## src/rtl/nfu_1_seq.sv

```systemverilog
// NFU-1 sequencer: walks the output-tile x input-tile loop nest, strobes NBin/SB
// reads and presents the resulting products to NFU-2 with first/last markers.
//
// state | meaning
// IDLE  | waiting for i_start, config latched on start
// RUN   | issuing one NBin/SB read per accepted step
// DRAIN | all reads issued, waiting for the final beat to be accepted
// DONE  | one-cycle completion pulse
module nfu_1_seq #(
  parameter int BIT_WIDTH = 16,
  parameter int Tn        = 16,
  parameter int ADDR_W    = 10,
  parameter int CNT_W     = 8
) (
  input  logic              clk,
  input  logic              rst_n,
  input  logic              i_start,
  input  logic [CNT_W-1:0]  i_num_in,
  input  logic [CNT_W-1:0]  i_num_out,
  input  logic [ADDR_W-1:0] i_nbin_base,
  input  logic [ADDR_W-1:0] i_sb_base,
  input  logic              i_ready,
  output logic              o_nbin_rd_en,
  output logic [ADDR_W-1:0] o_nbin_addr,
  output logic              o_sb_rd_en,
  output logic [ADDR_W-1:0] o_sb_addr,
  output logic              o_valid,
  output logic              o_first,
  output logic              o_last,
  output logic [CNT_W-1:0]  o_out_idx,
  output logic              o_busy,
  output logic              o_done
);

  // Datapath width and tile size describe the array this block feeds; nothing here depends on them.
  if (BIT_WIDTH > 0 && Tn > 0) begin : g_array_geometry
  end

  typedef enum logic [1:0] {S_IDLE, S_RUN, S_DRAIN, S_DONE} state_t;

  state_t              state_q, state_d;
  logic [CNT_W-1:0]    num_in_q, num_in_d;
  logic [CNT_W-1:0]    num_out_q, num_out_d;
  logic [ADDR_W-1:0]   nbin_base_q, nbin_base_d;
  logic [ADDR_W-1:0]   sb_ptr_q, sb_ptr_d;
  logic [CNT_W-1:0]    in_cnt_q, in_cnt_d;
  logic [CNT_W-1:0]    out_cnt_q, out_cnt_d;
  logic                valid_q, valid_d;
  logic                first_q, first_d;
  logic                last_q, last_d;
  logic [CNT_W-1:0]    out_idx_q, out_idx_d;

  logic issue;
  logic in_last;
  logic out_last;

  always_ff @(posedge clk) begin
    if (!rst_n) begin
      state_q     <= S_IDLE;
      num_in_q    <= '0;
      num_out_q   <= '0;
      nbin_base_q <= '0;
      sb_ptr_q    <= '0;
      in_cnt_q    <= '0;
      out_cnt_q   <= '0;
      valid_q     <= 1'b0;
      first_q     <= 1'b0;
      last_q      <= 1'b0;
      out_idx_q   <= '0;
    end else begin
      state_q     <= state_d;
      num_in_q    <= num_in_d;
      num_out_q   <= num_out_d;
      nbin_base_q <= nbin_base_d;
      sb_ptr_q    <= sb_ptr_d;
      in_cnt_q    <= in_cnt_d;
      out_cnt_q   <= out_cnt_d;
      valid_q     <= valid_d;
      first_q     <= first_d;
      last_q      <= last_d;
      out_idx_q   <= out_idx_d;
    end
  end

  always_comb begin
    state_d     = state_q;
    num_in_d    = num_in_q;
    num_out_d   = num_out_q;
    nbin_base_d = nbin_base_q;
    sb_ptr_d    = sb_ptr_q;
    in_cnt_d    = in_cnt_q;
    out_cnt_d   = out_cnt_q;
    valid_d     = valid_q;
    first_d     = first_q;
    last_d      = last_q;
    out_idx_d   = out_idx_q;

    issue    = (state_q == S_RUN) && (!valid_q || i_ready);
    in_last  = (in_cnt_q == num_in_q - CNT_W'(1));
    out_last = (out_cnt_q == num_out_q - CNT_W'(1));

    unique case (state_q)
      S_IDLE: begin
        if (i_start) begin
          num_in_d    = i_num_in;
          num_out_d   = i_num_out;
          nbin_base_d = i_nbin_base;
          sb_ptr_d    = i_sb_base;
          in_cnt_d    = '0;
          out_cnt_d   = '0;
          // An empty job passes through DRAIN (nothing pending) so o_done lands two cycles after start.
          if (i_num_in == '0 || i_num_out == '0) state_d = S_DRAIN;
          else                                   state_d = S_RUN;
        end
      end
      S_RUN: begin
        if (issue && in_last && out_last) state_d = S_DRAIN;
      end
      S_DRAIN: begin
        if (!valid_q || i_ready) state_d = S_DONE;
      end
      S_DONE: begin
        state_d = S_IDLE;
      end
      default: state_d = S_IDLE;
    endcase

    if (issue) begin
      sb_ptr_d  = sb_ptr_q + ADDR_W'(1);
      valid_d   = 1'b1;
      first_d   = (in_cnt_q == '0);
      last_d    = in_last;
      out_idx_d = out_cnt_q;
      if (in_last) begin
        in_cnt_d  = '0;
        out_cnt_d = out_cnt_q + CNT_W'(1);
      end else begin
        in_cnt_d  = in_cnt_q + CNT_W'(1);
      end
    end else if (i_ready) begin
      valid_d = 1'b0;
    end
  end

  assign o_nbin_rd_en = issue;
  assign o_sb_rd_en   = issue;
  assign o_nbin_addr  = issue ? nbin_base_q + ADDR_W'(in_cnt_q) : '0;
  assign o_sb_addr    = issue ? sb_ptr_q : '0;
  assign o_valid      = valid_q;
  assign o_first      = first_q;
  assign o_last       = last_q;
  assign o_out_idx    = out_idx_q;
  assign o_busy       = (state_q != S_IDLE);
  assign o_done       = (state_q == S_DONE);

endmodule

```

## config.mk

```make
export PLATFORM = sky130hd
export DESIGN_NAME = nfu_1_seq
export DESIGN_NICKNAME = d
export VERILOG_FILES = /design/src/rtl/nfu_1_seq.sv
export SDC_FILE = /design/constraint.sdc
export NUM_CORES = 1
export LEC_CHECK = 0
export ABC_AREA = 1
export CAP_MARGIN = 20
export CORE_AREA = 5 5 171 91
export CTS_CLUSTER_SIZE = 12
export DETAILED_ROUTE_END_ITERATION = 12
export DIE_AREA = 0 0 176 96
export PLACE_DENSITY_LB_ADDON = 0.08
export SKIP_LAST_GASP = 1
export SYNTH_ARGS = -nofsm -noshare
export SYNTH_HDL_FRONTEND = slang
export SYNTH_SLANG_ARGS = --single-unit
```

## constraint.sdc

```tcl
create_clock -name clk -period 3.25 [get_ports clk]
set_input_delay 0.65 -clock clk [delete_from_list [all_inputs] [get_ports clk]]
set_output_delay 0.65 -clock clk [all_outputs]
set_load 0.05 [all_outputs]
```

==> flow_summary.ini <==
[run_status]
status = finished, final reports clean

[critical_path]
cpMostUsedCell = nand2_1
timing.rr.end = sb_ptr_q[4]$_SDFFE_PN0P_
crit_type = reg -> out
path_max_fanout = 4
critPathCaptureType = output port
cp_cell_sequence = ha_2 -> fa_1 -> nand3_1 -> nand3_1 -> nand2_1 -> nand2_1 -> a21oi_2 -> o21ai_0 -> nand2_1 -> a21oi_1 -> nor2_2 -> buf_12
path_buf_inv = 1
r2r_start = state_q[1]$_SDFFE_PN0P_
cpLargestDelayFamily = adder cells
slowest_delay_ns = 0.41
slowest_stage = fa_1
reg2regPathDepth = 8
worstPathArrival_ns = 2.43
critPathRequiredTime_ns = 2.60
cp-start-kind = flip-flop
reg2reg_slack_ns = 1.06

[cts]
cts-root-buf = clkbuf_16
htree_levels = 3
cts_max_path_buffers = 2
hold_buffers = 0
clk_latency_ns = 0.33
path_clk_slew_ns = 0.06
cts_tree = done
cts_made_buffers = 9
cts_sinks = 65

[timing]
worstMarginPinSlew_ns = 0.559
rsz0062_at_grt = false
slew_headroom = 0.626
slew_violations = 0
fin_worst_skew_ns = 0.00619
setup_viol = 0
setup-tns-final_ns = 0
hold_viol = 0
fmax_ghz = 0.325
post-route-period-util = 0.946
hold_ws_ns = 0.477
finalCriticalPeriod_ns = 3.08

[floorplan]
dieHeight_um = 96
core-area_mm2 = 0.0140
die_w_um = 176
ios = 75
rows = 31
die-area_mm2 = 0.0169
initial_core_util = 0.290

[power]
peakVddDrop_mv = 0.231
power.density_mw_per_mm2 = 800
p_leak_uw = 0.00227
finalPower_uw = 4390

[final_layout]
final_nets = 744
fillers = 1477
syn_to_final_growth_pct = 35.6
drive_above_1_share = 0.114
fin_util = 0.393
n_antenna_cell = 0
seqCellArea_mm2 = 0.00130
multi_input_area_mm2 = 0.00237

[logic_synthesis]
synthAdderAreaFrac = 0.0606
synth_flop_cell = dfxtp_1
synthSimpleGateAreaFrac = 0.291
synth.area.mux_share = 0
synth-seq-area-share = 0.321
synth_area_per_cell_um2 = 6.58
synth-compound-area-share = 0.198
syn-cell-area_mm2 = 0.00405
yosysTopAreaCell = dfxtp_1
yosysWarnings = 0
async_flop_share = 0
yosysUniqueCellTypes = 43
synth-xor-area-share = 0.0325
syn_nets = 674
synth_edf_count = 0
yosys.area.top_type_share = 0.321
syn-instance-count = 615
ys_top_cells_by_count = nand2_1 (114), nor2_1 (95), dfxtp_1 (65)
synth_top_family_by_area = simple AND/OR/NAND/NOR gates
yosysMostFrequentCell = nand2_1
ys_ff_latch = 65
synth.area.top_cells = dfxtp_1 (32%), nand2_1 (11%), nor2_1 (8.8%), o21ai_0 (7.3%), a21oi_1 (6.9%)

[grt]
grt_overflow_total = 0
grt_usage = 0.157
grt_max_degree = 43
grt_pass1_wl_um = 20700
antenna_found_initial = 0
grt_pass1_vias = 3905

[route]
drtAntennaViolNets = 0
route.detailed.drc = 0
num_vias = 4157
first_pass_iters = 6
wl_per_cell_um = 14.8
drt_iter0_markers = 295
viasPerCell = 4.77
drt-total-wl_um = 12900

[place]
portBuffers = 74
hpwl_um = 9510
gp_congestion = 0.817

[worst_hold_path]
holdPathEnd = num_out_q[1]$_SDFFE_PN0P_
hp-class = reg -> reg
hold_depth = 2
min-delay-start = num_out_q[1]$_SDFFE_PN0P_

[run]
drv_cap = 0
[timing repair]
action / CTS / global route
setup endpoints to repair: 0 / 2
resized for setup: 0 / 3
setup buffers: 0 / 0
hold endpoints to repair: 0 / 0
[worst max path at each step]
stage	start	end	slack (ns)	depth (start not counted)
finish	in_cnt_q[0]$_SDFFE_PN0P_	o_nbin_addr[8]	0.17	12
global route	in_cnt_q[2]$_SDFFE_PN0P_	o_nbin_addr[7]	0.006	9
CTS	in_cnt_q[0]$_SDFFE_PN0P_	o_nbin_addr[8]	0.08	12
detailed placement	i_ready	sb_ptr_q[3]$_SDFFE_PN0P_	0.41	10
global placement	i_ready	o_sb_addr[6]	0.44	7
floorplan	i_ready	o_nbin_addr[8]	0.1	8
[layer usage]
metal	part of all wire	global-route usage	wire [um]
met1	0.56	0.239	7200
met2	0.37	0.209	4730
met3	0.067	0.0498	872
met4	0.0099	0.0370	128
met5	0	0	0
[through the flow]
step | worst slack (ns) | cell area, um^2 | instances
6_report | 0.175 | 5490 | 871
3_3_place_gp | 0.436 | 5200 | 855
2_1_floorplan | 0.0972 | 4050 | 615
4_1_cts | 0.0800 | 5480 | 871
3_5_place_dp | 0.414 | 5200 | 855
5_1_grt | 0.00643 | 5490 | 871
[kinds of logic (layout without fill, tap and decap cells)]
family,Yosys count,after routing
DFF,65,65
and+or+nand+nor,276,276
buffers and inverters,97,172
adders and majority gates,19,19
xor gates and xnor gates,15,15
AOI/OAI and AO/OA,143,143
[placed cells by master (no fill, tap or decap), types with 4 or more instances in the layout]
cell,count
nand2_1,114
dfxtp_1,65
clkdlybuf4s50_1,52
buf_4,11
inv_1,63
ha_1,17
xor2_1,10
nor3_1,9
inv_2,7
a21oi_2,6
nor2_1,94
nand3b_1,5
buf_12,22
nand3_1,34
nor2_2,5
clkbuf_16,9
xnor2_1,5
nand2_2,4
a21oi_1,54
o21ai_0,59
[tightest hold or removal path, cell delays in order, from the launching register on]
cell and delay, ns:
dfxtp_1 0.31, inv_1 0.07, a21oi_1 0.06
[sequential cells by signal (all words and copies together), names as in the netlist]
signal	cells
nbin_base_q	10
sb_ptr_q	10
in_cnt_q	8
num_in_q	8
num_out_q	8
o_out_idx	8
out_cnt_q	8
state_q	2
o_first	1
o_last	1
o_valid	1
[final cells by class]
class / count / share of cell area
flip-flops and latches: 65 / 0.237
clock inverters: 2 / 0.00228
repair buffers: 85 / 0.190
clock buffers: 14 / 0.0481
well taps: 181 / 0.0413
multi-input cells: 453 / 0.432
inverters: 71 / 0.0495
[where the power goes]
| group | switching, uW | internal [uW] |
|---|---|---|
| Sequential | 183 | 1010 |
| Combinational | 1450 | 823 |
| Clock | 358 | 558 |
No activity file was read; power rests on OpenSTA's default activity.
